<file path="config.mk">
export PLATFORM = sky130hd
export DESIGN_NAME = stereo_sample_scheduler_flat
export DESIGN_NICKNAME = d
export VERILOG_FILES = /design/src/rtl/sched_pkg.sv /design/src/rtl/stereo_sample_scheduler_if.sv /design/src/rtl/sign2unsign.sv /design/src/rtl/unsign2sign.sv /design/src/rtl/stereo_sample_scheduler.sv /design/src/flat_wrapper.sv
export SDC_FILE = /design/constraint.sdc
export NUM_CORES = 1
export LEC_CHECK = 0
export ABC_AREA = 1
export ABC_CLOCK_PERIOD_IN_PS = 1800
export CORE_MARGIN = 8
export CORE_UTILIZATION = 49
export CTS_CLUSTER_SIZE = 16
export DETAILED_ROUTE_END_ITERATION = 12
export GPL_ROUTABILITY_DRIVEN = 0
export GPL_TIMING_DRIVEN = 0
export PLACE_DENSITY = 0.86
export SLEW_MARGIN = 20
export SYNTH_ARGS = -nofsm -noshare
export SYNTH_HDL_FRONTEND = slang
export SYNTH_SLANG_ARGS = --single-unit
export TNS_END_PERCENT = 50
</file>
<file path="constraint.sdc">
create_clock -name clk -period 1.8 [get_ports clk]
set_input_delay 0.36 -clock clk [delete_from_list [all_inputs] [get_ports clk]]
set_output_delay 0.36 -clock clk [all_outputs]
set_load 0.1 [all_outputs]
</file>
<file path="src/rtl/sched_pkg.sv">
// Shared types and constants for the stereo sample scheduler.
package sched_pkg;

    typedef enum logic [2:0] {
        StIdle,
        StSendL,
        StSendR,
        StWait,
        StOut
    } sched_state_t;

    localparam logic CH_L = 1'b0;
    localparam logic CH_R = 1'b1;

    // Unsigned code that represents silence for a sample of the given width.
    function automatic logic [31:0] midscale(input int unsigned size);
        return 32'd1 << (size - 1);
    endfunction

endpackage

</file>
<file path="src/rtl/stereo_sample_scheduler_if.sv">
// ADC, effect-chain and DAC signals of the stereo sample scheduler.
interface stereo_sample_scheduler_if #(
    parameter int unsigned size = 16
);
    logic            adc_vld;
    logic [size-1:0] adc_l;
    logic [size-1:0] adc_r;
    logic            adc_rdy;

    logic            fx_in_vld;
    logic [size-1:0] fx_in;
    logic            fx_in_ch;
    logic            fx_in_rdy;

    logic            fx_out_vld;
    logic [size-1:0] fx_out;
    logic            fx_out_ch;

    logic            dac_vld;
    logic [size-1:0] dac_l;
    logic [size-1:0] dac_r;
    logic            err_timeout;

    // Scheduler side.
    modport master (
        input  adc_vld, adc_l, adc_r, fx_in_rdy, fx_out_vld, fx_out, fx_out_ch,
        output adc_rdy, fx_in_vld, fx_in, fx_in_ch, dac_vld, dac_l, dac_r, err_timeout
    );

    // Converter / effect chain / DAC side.
    modport slave (
        output adc_vld, adc_l, adc_r, fx_in_rdy, fx_out_vld, fx_out, fx_out_ch,
        input  adc_rdy, fx_in_vld, fx_in, fx_in_ch, dac_vld, dac_l, dac_r, err_timeout
    );
endinterface

</file>
<file path="src/rtl/sign2unsign.sv">
// Two's complement to offset-binary: add midscale, i.e. flip the MSB.
module sign2unsign #(
    parameter int unsigned size = 16
) (
    input  logic [size-1:0] din,
    output logic [size-1:0] dout
);
    localparam logic [size-1:0] Msb = {1'b1, {(size - 1){1'b0}}};

    assign dout = din ^ Msb;
endmodule

</file>
<file path="src/rtl/unsign2sign.sv">
// Offset-binary to two's complement: subtract midscale, i.e. flip the MSB.
module unsign2sign #(
    parameter int unsigned size = 16
) (
    input  logic [size-1:0] din,
    output logic [size-1:0] dout
);
    localparam logic [size-1:0] Msb = {1'b1, {(size - 1){1'b0}}};

    assign dout = din ^ Msb;
endmodule

</file>
<file path="src/rtl/stereo_sample_scheduler.sv">
// Time-shares one mono effect chain between L and R, reassembling tagged results into a
// registered stereo DAC frame; a watchdog fills missing results with silence.
module stereo_sample_scheduler
    import sched_pkg::*;
#(
    parameter int unsigned size       = 16,
    parameter int unsigned FX_TIMEOUT = 64
) (
    input logic                      clk,
    input logic                      rst,
    stereo_sample_scheduler_if.master bus
);

    localparam int unsigned      CntW    = $clog2(FX_TIMEOUT);
    localparam logic [CntW-1:0]  CntMax  = CntW'(FX_TIMEOUT - 1);
    localparam logic [size-1:0]  Silence = size'(midscale(size));

    sched_state_t    state_q, state_d;
    logic [size-1:0] lat_l_q, lat_r_q;
    logic [size-1:0] res_l_q, res_l_d, res_r_q, res_r_d;
    logic [size-1:0] dac_l_q, dac_l_d, dac_r_q, dac_r_d;
    logic [size-1:0] fx_mux, fx_signed, res_l_u, res_r_u;
    logic            got_l_q, got_l_d, got_r_q, got_r_d;
    logic            to_q, to_d;
    logic [CntW-1:0] cnt_q, cnt_d;
    logic            accept, capture, cap_l, cap_r, got_both, timeout_hit;

    assign accept      = (state_q == StIdle) && bus.adc_vld;
    assign capture     = bus.fx_out_vld && ((state_q == StSendR) || (state_q == StWait));
    assign cap_l       = capture && (bus.fx_out_ch == CH_L);
    assign cap_r       = capture && (bus.fx_out_ch == CH_R);
    assign got_both    = (got_l_q || cap_l) && (got_r_q || cap_r);
    assign timeout_hit = (state_q == StWait) && !got_both && (cnt_q == CntMax);

    assign fx_mux = (state_q == StSendR) ? lat_r_q : lat_l_q;

    unsign2sign #(.size(size)) u_u2s (.din(fx_mux), .dout(fx_signed));
    sign2unsign #(.size(size)) u_s2u_l (.din(res_l_d), .dout(res_l_u));
    sign2unsign #(.size(size)) u_s2u_r (.din(res_r_d), .dout(res_r_u));

    always_ff @(posedge clk) begin
        if (rst) state_q <= StIdle;
        else     state_q <= state_d;
    end

    always_comb begin
        state_d = state_q;
        unique case (state_q)
            StIdle:  if (bus.adc_vld)   state_d = StSendL;
            StSendL: if (bus.fx_in_rdy) state_d = StSendR;
            StSendR: if (bus.fx_in_rdy) state_d = StWait;
            StWait:  if (got_both || timeout_hit) state_d = StOut;
            StOut:   state_d = StIdle;
            default: state_d = StIdle;
        endcase
    end

    always_comb begin
        bus.adc_rdy     = (state_q == StIdle);
        bus.fx_in_vld   = (state_q == StSendL) || (state_q == StSendR);
        bus.fx_in_ch    = (state_q == StSendR) ? CH_R : CH_L;
        bus.fx_in       = bus.fx_in_vld ? fx_signed : '0;
        bus.dac_vld     = (state_q == StOut);
        bus.err_timeout = (state_q == StOut) && to_q;
        bus.dac_l       = dac_l_q;
        bus.dac_r       = dac_r_q;
    end

    always_comb begin
        res_l_d = res_l_q;
        res_r_d = res_r_q;
        got_l_d = got_l_q;
        got_r_d = got_r_q;
        to_d    = to_q;
        cnt_d   = cnt_q;
        if (accept) begin
            got_l_d = 1'b0;
            got_r_d = 1'b0;
            to_d    = 1'b0;
        end
        // Last result per tag wins.
        if (cap_l) begin
            res_l_d = bus.fx_out;
            got_l_d = 1'b1;
        end
        if (cap_r) begin
            res_r_d = bus.fx_out;
            got_r_d = 1'b1;
        end
        if ((state_q == StSendR) && bus.fx_in_rdy) cnt_d = '0;
        if (state_q == StWait) begin
            cnt_d = cnt_q + 1'b1;
            if (timeout_hit) begin
                to_d = 1'b1;
                if (!got_l_d) res_l_d = '0;
                if (!got_r_d) res_r_d = '0;
            end
        end
    end

    // Kept apart from the block above so the converters do not form a combinational loop.
    always_comb begin
        dac_l_d = dac_l_q;
        dac_r_d = dac_r_q;
        if ((state_q == StWait) && (state_d == StOut)) begin
            dac_l_d = res_l_u;
            dac_r_d = res_r_u;
        end
    end

    always_ff @(posedge clk) begin
        if (rst) begin
            lat_l_q <= '0;
            lat_r_q <= '0;
            res_l_q <= '0;
            res_r_q <= '0;
            got_l_q <= 1'b0;
            got_r_q <= 1'b0;
            to_q    <= 1'b0;
            cnt_q   <= '0;
            dac_l_q <= Silence;
            dac_r_q <= Silence;
        end else begin
            if (accept) begin
                lat_l_q <= bus.adc_l;
                lat_r_q <= bus.adc_r;
            end
            res_l_q <= res_l_d;
            res_r_q <= res_r_d;
            got_l_q <= got_l_d;
            got_r_q <= got_r_d;
            to_q    <= to_d;
            cnt_q   <= cnt_d;
            dac_l_q <= dac_l_d;
            dac_r_q <= dac_r_d;
        end
    end

endmodule

</file>
<file path="src/flat_wrapper.sv">
// flat-port wrapper written by rule: the top's interface ports become plain ports
module stereo_sample_scheduler_flat import sched_pkg::*;
#(
    parameter int unsigned size       = 16,
    parameter int unsigned FX_TIMEOUT = 64
)
  (clk, rst, bus_adc_vld, bus_adc_l, bus_adc_r, bus_fx_in_rdy, bus_fx_out_vld, bus_fx_out, bus_fx_out_ch, bus_adc_rdy, bus_fx_in_vld, bus_fx_in, bus_fx_in_ch, bus_dac_vld, bus_dac_l, bus_dac_r, bus_err_timeout);
  stereo_sample_scheduler_if #(.size(size)) bus_i ();
  input logic clk;
  input logic rst;
  input wire logic [$bits(bus_i.adc_vld)-1:0] bus_adc_vld;
  input wire logic [$bits(bus_i.adc_l)-1:0] bus_adc_l;
  input wire logic [$bits(bus_i.adc_r)-1:0] bus_adc_r;
  input wire logic [$bits(bus_i.fx_in_rdy)-1:0] bus_fx_in_rdy;
  input wire logic [$bits(bus_i.fx_out_vld)-1:0] bus_fx_out_vld;
  input wire logic [$bits(bus_i.fx_out)-1:0] bus_fx_out;
  input wire logic [$bits(bus_i.fx_out_ch)-1:0] bus_fx_out_ch;
  output wire logic [$bits(bus_i.adc_rdy)-1:0] bus_adc_rdy;
  output wire logic [$bits(bus_i.fx_in_vld)-1:0] bus_fx_in_vld;
  output wire logic [$bits(bus_i.fx_in)-1:0] bus_fx_in;
  output wire logic [$bits(bus_i.fx_in_ch)-1:0] bus_fx_in_ch;
  output wire logic [$bits(bus_i.dac_vld)-1:0] bus_dac_vld;
  output wire logic [$bits(bus_i.dac_l)-1:0] bus_dac_l;
  output wire logic [$bits(bus_i.dac_r)-1:0] bus_dac_r;
  output wire logic [$bits(bus_i.err_timeout)-1:0] bus_err_timeout;
  assign bus_i.adc_vld = bus_adc_vld;
  assign bus_i.adc_l = bus_adc_l;
  assign bus_i.adc_r = bus_adc_r;
  assign bus_i.fx_in_rdy = bus_fx_in_rdy;
  assign bus_i.fx_out_vld = bus_fx_out_vld;
  assign bus_i.fx_out = bus_fx_out;
  assign bus_i.fx_out_ch = bus_fx_out_ch;
  assign bus_adc_rdy = bus_i.adc_rdy;
  assign bus_fx_in_vld = bus_i.fx_in_vld;
  assign bus_fx_in = bus_i.fx_in;
  assign bus_fx_in_ch = bus_i.fx_in_ch;
  assign bus_dac_vld = bus_i.dac_vld;
  assign bus_dac_l = bus_i.dac_l;
  assign bus_dac_r = bus_i.dac_r;
  assign bus_err_timeout = bus_i.err_timeout;
  stereo_sample_scheduler #(.size(size), .FX_TIMEOUT(FX_TIMEOUT)) u_core (.clk(clk), .rst(rst), .bus(bus_i));
endmodule
</file>
==> metrics.txt, run 1 <==
# TYPE chip_impl_metric gauge
chip_impl_metric{name="synth_sequential_area_ratio",unit="%"} 49.08
chip_impl_metric{name="floorplan.core_area",unit="mm^2"} 0.008721
chip_impl_metric{name="critical_path.max_fanout",unit=""} 8
chip_impl_metric{name="setup_viol",unit=""} 19
chip_impl_metric{name="drtIter0Drc",unit=""} 340
chip_impl_metric{name="num_vias",unit=""} 4652
chip_impl_info{name="hold_path_class",value="in -> reg"} 1
chip_impl_metric{name="maxcap_violations",unit=""} 0
chip_impl_metric{name="clk-insertion-delay-late",unit="ps"} 380
chip_impl_info{name="element_type_at_the_critical_path_start",value="flip-flop"} 1
chip_impl_metric{name="critPathMaxStageDelay",unit="ps"} 400
chip_impl_metric{name="cts_hold_buffers",unit=""} 0
chip_impl_metric{name="dp_hpwl",unit="um"} 9525
chip_impl_metric{name="antenna-diode-count",unit=""} 0
chip_impl_info{name="crit_path_cell_trace",value="inv_4 -> nor2_4 -> nand2_8 -> nand2_8 -> buf_12 -> o21ai_4 -> a21oi_4 -> buf_12"} 1
chip_impl_metric{name="die_height",unit="um"} 110.8
chip_impl_metric{name="final_period_minus_worst_setup_slack",unit="ps"} 2192
chip_impl_metric{name="ctsHtreeMaxLevel",unit=""} 3
chip_impl_info{name="clk_root_buffer_cell",value="sky130_fd_sc_hd__clkbuf_8"} 1
chip_impl_metric{name="tightestPinTransition",unit="ps"} 601.3
chip_impl_metric{name="overflow",unit=""} 0
chip_impl_metric{name="rows",unit=""} 34
chip_impl_metric{name="synth.ff_latch_count",unit=""} 108
chip_impl_metric{name="drt-vias-per-instance",unit=""} 5.366
chip_impl_metric{name="numPlacedInstances",unit=""} 834
chip_impl_metric{name="yosysWarningCount",unit=""} 0
chip_impl_metric{name="ant_nets",unit=""} 0
chip_impl_metric{name="synth.net_count",unit=""} 677
chip_impl_metric{name="postLayoutSetupSlackWorst",unit="ps"} -391.9
chip_impl_metric{name="fin_skew",unit="ps"} 12.59
chip_impl_metric{name="yosys.cell_types.count",unit=""} 27
chip_impl_metric{name="initial_core_util",unit="%"} 50.52
chip_impl_metric{name="worst_setup_hold_path_clk_slew",unit="ps"} 100
chip_impl_metric{name="synthCells",unit=""} 622
chip_impl_metric{name="slew_violations",unit=""} 0
chip_impl_metric{name="grt_start_max_net_pins",unit=""} 20
chip_impl_metric{name="post_dp_cell_area",unit="mm^2"} 0.005818
chip_impl_info{name="rsz0062_at_grt",value="true"} 1
chip_impl_metric{name="wl_final",unit="um"} 13930
chip_impl_metric{name="area_of_the_die",unit="mm^2"} 0.01228
chip_impl_metric{name="drt_pre_antenna_iters",unit=""} 5
chip_impl_metric{name="routedWlPerCell",unit="um"} 16.06
chip_impl_metric{name="antenna_violations_before_repair",unit=""} 0
chip_impl_metric{name="clock_sink_count",unit=""} 108
chip_impl_metric{name="fmaxAchievable",unit="MHz"} 456.2
chip_impl_metric{name="all_layer_global_routing_usage",unit="%"} 20.31
chip_impl_metric{name="hold_violations",unit=""} 0
chip_impl_metric{name="growth_of_design_area_from_synthesis_to_finish",unit="%"} 50.41
chip_impl_metric{name="wire_length_of_the_first_global_routing_pass",unit="um"} 21130
chip_impl_metric{name="required",unit="ps"} 1440
chip_impl_metric{name="synthesis.area_per_instance",unit="um^2"} 7.083
chip_impl_metric{name="fin_crit_sh",unit="%"} 121.8
chip_impl_metric{name="worst_slew_margin_rel",unit="%"} 59.91
chip_impl_metric{name="finish.cell_count_without_fillers",unit=""} 867
chip_impl_metric{name="peakVddDrop",unit="V"} 0.0004142
chip_impl_metric{name="totalNegativeSetupSlack",unit="ps"} -5602
chip_impl_metric{name="maximum_buffer_depth_of_the_clock_tree",unit=""} 2
chip_impl_metric{name="power.density_cell_area",unit="mW/mm^2"} 819.1
chip_impl_metric{name="drcViolationCount",unit=""} 0
chip_impl_metric{name="reg2reg_setup_slack",unit="ps"} 0
chip_impl_metric{name="final_design_area_no_fill",unit="mm^2"} 0.006626
chip_impl_info{name="crit_slowest_cell",value="sky130_fd_sc_hd__dfxtp_4"} 1
chip_impl_metric{name="io_port_bufs",unit=""} 104
chip_impl_metric{name="total_leakage_power",unit="nW"} 2.507
chip_impl_info{name="run_status",value="finished, violations left"} 1
chip_impl_info{name="setup.worst_path.class",value="reg -> out"} 1
chip_impl_metric{name="fp.dieW",unit="um"} 110.8
chip_impl_info{name="worstSetupEndpointType",value="primary output"} 1
chip_impl_metric{name="post_place_setup_slack",unit="ps"} -1055
chip_impl_metric{name="io_pins",unit=""} 107
chip_impl_metric{name="total_standard_cell_area_after_synthesis",unit="mm^2"} 0.004405
chip_impl_metric{name="worst_hold_slack",unit="ps"} 441.0
chip_impl_metric{name="cts_buffers",unit=""} 9
chip_impl_info{name="violations_in_the_final_reports",value="negative setup slack"} 1
chip_impl_metric{name="number_of_global_route_vias_before_repair",unit=""} 4415
chip_impl_metric{name="fraction_of_layout_cells_with_a_size_suffix_above_1",unit="%"} 21.61
chip_impl_info{name="cts_tree",value="yes"} 1
chip_impl_metric{name="worst-endpoint-arrival",unit="ps"} 1830
chip_impl_metric{name="layout.nets",unit=""} 809
[what timing repair did]
| action | in CTS | in global routing |
|---|---|---|
| gates cloned | 0 | 2 |
| gates resized for setup | 294 | 56 |
| pin swaps | 2 | 6 |
| setup buffers | 1 | 14 |
| endpoints found under the setup margin | 71 | 82 |
[cells in the final DEF (no fill, tap or decap), types with 3 or more instances in the layout]
cell                              instances
sky130_fd_sc_hd__clkbuf_8                11
sky130_fd_sc_hd__o21ai_4                  3
sky130_fd_sc_hd__nand3_4                  3
sky130_fd_sc_hd__inv_2                    3
sky130_fd_sc_hd__buf_12                  20
sky130_fd_sc_hd__a21oi_1                 40
sky130_fd_sc_hd__buf_6                    8
sky130_fd_sc_hd__buf_1                    3
sky130_fd_sc_hd__o21ai_0                 49
sky130_fd_sc_hd__nand2_2                  6
sky130_fd_sc_hd__o21ai_2                 12
sky130_fd_sc_hd__nand2_1                158
sky130_fd_sc_hd__nand3_2                  3
sky130_fd_sc_hd__nor2_1                 103
sky130_fd_sc_hd__clkinv_4                 4
sky130_fd_sc_hd__dfxtp_4                  4
sky130_fd_sc_hd__buf_4                   16
sky130_fd_sc_hd__nand4_1                  3
sky130_fd_sc_hd__nand3_1                 21
sky130_fd_sc_hd__inv_1                   38
sky130_fd_sc_hd__dfxtp_1                103
sky130_fd_sc_hd__clkbuf_1                22
sky130_fd_sc_hd__a21oi_4                 16
sky130_fd_sc_hd__clkdlybuf4s15_2         32
sky130_fd_sc_hd__clkdlybuf4s50_1         51
[cell families after synthesis]
kind of cell | count (synthesis) | synth area share, %
simple gates | 307 | 28.06
compound gates | 123 | 14.20
flops | 108 | 49.08
buf+inv | 83 | 8.378
fa+ha+maj | 1 | 0.2840
[sequential cells by signal, summed over array words and instances (netlist names)]
name / cells
u_core.bus.dac_r: 16
u_core.bus.dac_l: 16
u_core.got_l_q: 1
u_core.got_r_q: 1
u_core.res_r_q: 16
u_core.res_l_q: 16
u_core.lat_r_q: 16
u_core.state_q: 3
u_core.to_q: 1
u_core.lat_l_q: 16
u_core.cnt_q: 6
[worst paths after layout]
kind	start	to	depth (start not counted)
min	bus_adc_vld	u_core.lat_r_q[1]	3
max reg2reg	u_core.state_q[1]	u_core.bus.dac_r[14]	11
min reg2reg	u_core.to_q	u_core.to_q	2
max	u_core.state_q[1]	bus_fx_in[7]	8
[layout make-up]
type | count | area [um^2]
multi-input combinational | 432 | 2261
sequential | 108 | 2178
fill | 581 | 2095
timing repair buffer | 120 | 1428
buffer | 38 | 257.7
inverter | 45 | 182.7
tap | 108 | 135.1
clock buffer | 9 | 123.9
clock inverter | 7 | 60.06
[metrics by stage]
step	power, W	util [%]
after detailed placement	0.003709	66.71
final	0.005428	75.98
after global routing	0.005607	75.98
after global placement	0.003680	66.71
after floorplan	0.003381	-
after CTS	0.005201	71.81
[power breakdown]
group          internal, W  switching, W
clock network     0.000529      0.000880
logic             0.000574      0.000912
registers          0.00247     0.0000582
[Yosys cell counts (all sizes together)]
cell type | number | share of area, %
o22ai | 1 | 0.14
clkbuf | 26 | 2.2
o311a | 1 | 0.23
nand3 | 27 | 3.3
o21ai | 64 | 7.3
clkinv | 1 | 0.11
ha | 1 | 0.28
inv | 44 | 3.8
buf | 12 | 2.2
nor2 | 105 | 9.1
a21oi | 56 | 6.4
nand2 | 167 | 14
dfxtp | 108 | 49
nor4 | 1 | 0.14
nor3 | 3 | 0.60
nand4 | 3 | 0.43
a31o | 1 | 0.20
and2 | 1 | 0.14
[routing by layer]
metal | vias up | wire (um) | part of all wire, % | global-route usage (%)
met2 | 203 | 6778 | 49 | 35.21
met5 | - | 0 | 0 | 0
met1 | 2165 | 5751 | 41 | 23.88
met4 | 0 | 453 | 3.3 | 7.748
li1 | 2251 | - | - | -
met3 | 33 | 942 | 6.8 | 4.275
[critical path, delay by kind of cell, from the launching register on]
kind / cells / cell delay [ps]
DFF: 1 / 400
AOI/OAI and AO/OA: 2 / 250
buffers and inverters: 3 / 380
and+or+nand+nor: 3 / 420
No activity file was read; power rests on OpenSTA's default activity.
==> run 2: changes to the inputs <==
--- a/config.mk
+++ b/config.mk
@@ -6,14 +6,15 @@
 export NUM_CORES = 1
 export LEC_CHECK = 0
 export ABC_AREA = 1
-export ABC_CLOCK_PERIOD_IN_PS = 1800
+export ABC_CLOCK_PERIOD_IN_PS = 2600
 export CORE_MARGIN = 8
-export CORE_UTILIZATION = 49
+export CORE_UTILIZATION = 53
 export CTS_CLUSTER_SIZE = 16
 export DETAILED_ROUTE_END_ITERATION = 12
 export GPL_ROUTABILITY_DRIVEN = 0
 export GPL_TIMING_DRIVEN = 0
-export PLACE_DENSITY = 0.86
+export MAX_ROUTING_LAYER = met4
+export PLACE_DENSITY = 0.92
 export SLEW_MARGIN = 20
 export SYNTH_ARGS = -nofsm -noshare
 export SYNTH_HDL_FRONTEND = slang
==> constraint.sdc (replaced) <==
create_clock -name clk -period 2.6 [get_ports clk]
set_input_delay 0.52 -clock clk [delete_from_list [all_inputs] [get_ports clk]]
set_output_delay 0.52 -clock clk [all_outputs]
set_load 0.1 [all_outputs]
==> run 2 against run 1 <==
  * Critical endpoint is now bus_fx_in[14]
  * Die area fell by 6.5%
  * The flow now finishes without violations
  * Clock skew decreased by 2.7 ps
  * Sequential power is 31% lower
  * Critical path type unchanged
==> metrics.txt, run 2 (synthesis results as in run 1) <==
# TYPE chip_impl_metric gauge
chip_impl_metric{name="layout.nets",unit=""} 792
chip_impl_info{name="hold_path_class",value="reg -> reg"} 1
chip_impl_metric{name="final_core_utilization",unit="%"} 71.42
chip_impl_info{name="cts_tree",value="yes"} 1
chip_impl_metric{name="setup_viol",unit=""} 0
chip_impl_metric{name="maximum_buffer_depth_of_the_clock_tree",unit=""} 2
chip_impl_metric{name="drt_pre_antenna_iters",unit=""} 5
chip_impl_metric{name="critPathMaxStageDelay",unit="ps"} 420
chip_impl_metric{name="dp_hpwl",unit="um"} 9505
chip_impl_metric{name="initial_core_util",unit="%"} 54.16
chip_impl_info{name="worstSetupEndpointType",value="primary output"} 1
chip_impl_info{name="path_delay_family",value="buffers and inverters"} 1
chip_impl_metric{name="area_of_the_die",unit="mm^2"} 0.01149
chip_impl_metric{name="critical_path.max_fanout",unit=""} 10
chip_impl_metric{name="clk-insertion-delay-late",unit="ps"} 360
chip_impl_metric{name="rows",unit=""} 33
chip_impl_info{name="ff_to_ff_end",value="u_core.bus.dac_r[14]"} 1
chip_impl_metric{name="fraction_of_layout_cells_with_a_size_suffix_above_1",unit="%"} 9.973
chip_impl_metric{name="drtIter0Drc",unit=""} 232
chip_impl_metric{name="comb_power_share",unit="%"} 21.0
chip_impl_metric{name="crit_cells",unit=""} 8
chip_impl_metric{name="ant_nets",unit=""} 0
chip_impl_metric{name="antenna_violations_before_repair",unit=""} 0
chip_impl_metric{name="power",unit="W"} 0.003409
chip_impl_info{name="crit_slowest_cell",value="sky130_fd_sc_hd__dfxtp_2"} 1
chip_impl_metric{name="grt_start_max_net_pins",unit=""} 19
chip_impl_metric{name="total_leakage_power",unit="nW"} 2.290
chip_impl_metric{name="worst_slew_margin_rel",unit="%"} 32.21
chip_impl_metric{name="hold_violations",unit=""} 0
chip_impl_metric{name="whs_path_depth",unit=""} 2
chip_impl_metric{name="totalNegativeSetupSlack",unit="ps"} 0
chip_impl_metric{name="postLayoutSetupSlackWorst",unit="ps"} 84.03
chip_impl_metric{name="antenna-diode-count",unit=""} 0
chip_impl_metric{name="post_place_setup_slack",unit="ps"} -600.2
chip_impl_metric{name="drt-vias-per-instance",unit=""} 5.277
chip_impl_metric{name="worst-endpoint-arrival",unit="ps"} 2000
chip_impl_metric{name="wl_final",unit="um"} 12420
chip_impl_metric{name="fin_crit_sh",unit="%"} 96.77
chip_impl_metric{name="io_port_bufs",unit=""} 104
chip_impl_metric{name="fin_skew",unit="ps"} 9.844
chip_impl_metric{name="tightestPinTransition",unit="ps"} 1014
chip_impl_metric{name="p_int",unit="W"} 0.002311
chip_impl_metric{name="timing.critical_path.buf_inv",unit=""} 3
chip_impl_metric{name="overflow",unit=""} 0
chip_impl_info{name="setup.worst_path.class",value="reg -> out"} 1
chip_impl_info{name="min_from",value="u_core.lat_r_q[4]"} 1
chip_impl_metric{name="register_to_register_path_depth",unit=""} 11
chip_impl_metric{name="io_pins",unit=""} 107
chip_impl_info{name="mostFrequentLayoutCell",value="sky130_fd_sc_hd__nand2_1"} 1
chip_impl_metric{name="number_of_global_route_vias_before_repair",unit=""} 4515
chip_impl_metric{name="slew_violations",unit=""} 0
chip_impl_metric{name="power.sequential.fraction",unit="%"} 51.1
chip_impl_info{name="clk_root_buffer_cell",value="sky130_fd_sc_hd__clkbuf_8"} 1
chip_impl_metric{name="floorplan.core_area",unit="mm^2"} 0.008134
chip_impl_metric{name="clock_sink_count",unit=""} 108
chip_impl_info{name="timing.rr.start",value="u_core.cnt_q[0]"} 1
chip_impl_metric{name="reg2reg_setup_slack",unit="ps"} 700
chip_impl_metric{name="worst_setup_hold_path_clk_slew",unit="ps"} 100
chip_impl_metric{name="finish.cell_count_without_fillers",unit=""} 847
chip_impl_metric{name="required",unit="ps"} 2080
chip_impl_info{name="worst_hold_path.endpoint",value="u_core.lat_r_q[4]"} 1
chip_impl_metric{name="n_fill_cell",unit=""} 630
chip_impl_info{name="run_status",value="complete, no violations"} 1
chip_impl_metric{name="growth_of_design_area_from_synthesis_to_finish",unit="%"} 31.87
chip_impl_metric{name="maxcap_violations",unit=""} 0
chip_impl_metric{name="wire_length_of_the_first_global_routing_pass",unit="um"} 20430
chip_impl_metric{name="cts_buffers",unit=""} 9
chip_impl_metric{name="num_vias",unit=""} 4470
chip_impl_metric{name="all_layer_global_routing_usage",unit="%"} 22.33
chip_impl_metric{name="fp.dieW",unit="um"} 107.2
chip_impl_info{name="element_type_at_the_critical_path_start",value="flip-flop"} 1
chip_impl_metric{name="final_period_minus_worst_setup_slack",unit="ps"} 2516
chip_impl_metric{name="drcViolationCount",unit=""} 0
chip_impl_info{name="most-common-layout-cells",value="sky130_fd_sc_hd__nand2_1, sky130_fd_sc_hd__dfxtp_1, sky130_fd_sc_hd__nor2_1"} 1
chip_impl_info{name="crit_path_cell_trace",value="inv_2 -> nor2_2 -> nand2_2 -> nand2_4 -> clkbuf_4 -> o21ai_0 -> a21oi_2 -> buf_8"} 1
chip_impl_metric{name="routedWlPerCell",unit="um"} 14.66
chip_impl_metric{name="numPlacedInstances",unit=""} 831
chip_impl_metric{name="swShare",unit="%"} 32.21
chip_impl_metric{name="peakVddDrop",unit="V"} 0.0003300
chip_impl_metric{name="ctsHtreeMaxLevel",unit=""} 3
chip_impl_metric{name="fmaxAchievable",unit="MHz"} 397.5
chip_impl_metric{name="die_height",unit="um"} 107.2
chip_impl_metric{name="power.net_switching",unit="W"} 0.001098
chip_impl_metric{name="part_of_the_total_power_dissipated_in_the_clock_network",unit="%"} 27.9
chip_impl_metric{name="power.density_cell_area",unit="mW/mm^2"} 586.8
==> run 2: worst min-delay path: cells and delay by family (launching register included) <==
kind | cells | cell delay, ps
AO/OA/AOI/OAI | 1 | 50
AND/OR/NAND/NOR | 1 | 60
flip-flops | 1 | 320
==> run 2: final cells by class <==
| class | instances | area (um^2) | share of cell area [%] |
|---|---|---|---|
| plain buffers | 38 | 203.9 | 3.511 |
| clock buffers | 10 | 137.6 | 2.369 |
| clock inverters | 6 | 47.55 | 0.8184 |
| inverters | 45 | 172.7 | 2.972 |
| multi-input cells | 431 | 1923 | 33.10 |
| flip-flops and latches | 108 | 2163 | 37.24 |
| well taps | 105 | 131.4 | 2.261 |
| repair buffers | 104 | 1030 | 17.73 |
==> run 2: timing repair <==
action	in CTS	in global routing
hold buffers	0	0
pin swaps	0	0
endpoints found under the setup margin	21	18
setup buffers	0	0
gates resized for setup	120	14
==> run 2: power by group through the flow <==
| stage | sequential (W) | clock [W] | combinational (W) |
|---|---|---|---|
| after global placement | 0.00178 | 0 | 0.000687 |
| after global routing | 0.00175 | 0.00103 | 0.000768 |
| final | 0.00174 | 0.000952 | 0.000715 |
| after floorplan | 0.00177 | 0 | 0.000485 |
| after CTS | 0.00174 | 0.000969 | 0.000699 |
| after detailed placement | 0.00178 | 0 | 0.000700 |
==> run 2: worst max-delay path by stage <==
stage                            startpoint            end  slack (ps)
after floorplan           u_core.state_q[1]   bus_fx_in[5]        -480
after global placement    u_core.state_q[1]  bus_fx_in[12]        -570
after detailed placement  u_core.state_q[1]   bus_fx_in[8]        -600
after CTS                 u_core.state_q[0]   bus_fx_in[0]         -70
after global routing      u_core.state_q[0]  bus_fx_in[14]         -10
final                     u_core.state_q[1]  bus_fx_in[14]          80
==> run 2: through the flow <==
stage | hold slack, ps | area (um^2)
after floorplan | 429.7 | 4444
after global placement | 439.1 | 5617
after detailed placement | 453.9 | 5617
after CTS | 469.2 | 5781
after global routing | 490.6 | 5809
final | 467.3 | 5809
==> run 2: metal layers <==
layer	wire length (um)	share of wire (%)	global-route usage (%)
met1	5244	42	24.95
met2	5913	48	37.29
met3	880	7.1	4.559
met4	377	3.0	10.75
met5	0	0	-
==> run 3: changes to the inputs <==
--- a/config.mk
+++ b/config.mk
@@ -6,7 +6,6 @@
 export NUM_CORES = 1
 export LEC_CHECK = 0
 export ABC_AREA = 1
-export ABC_CLOCK_PERIOD_IN_PS = 2600
 export CORE_MARGIN = 8
 export CORE_UTILIZATION = 53
 export CTS_CLUSTER_SIZE = 16
==> results of run 3 <==
Same layout as run 2: the final DEF is identical, and so are final timing and power.
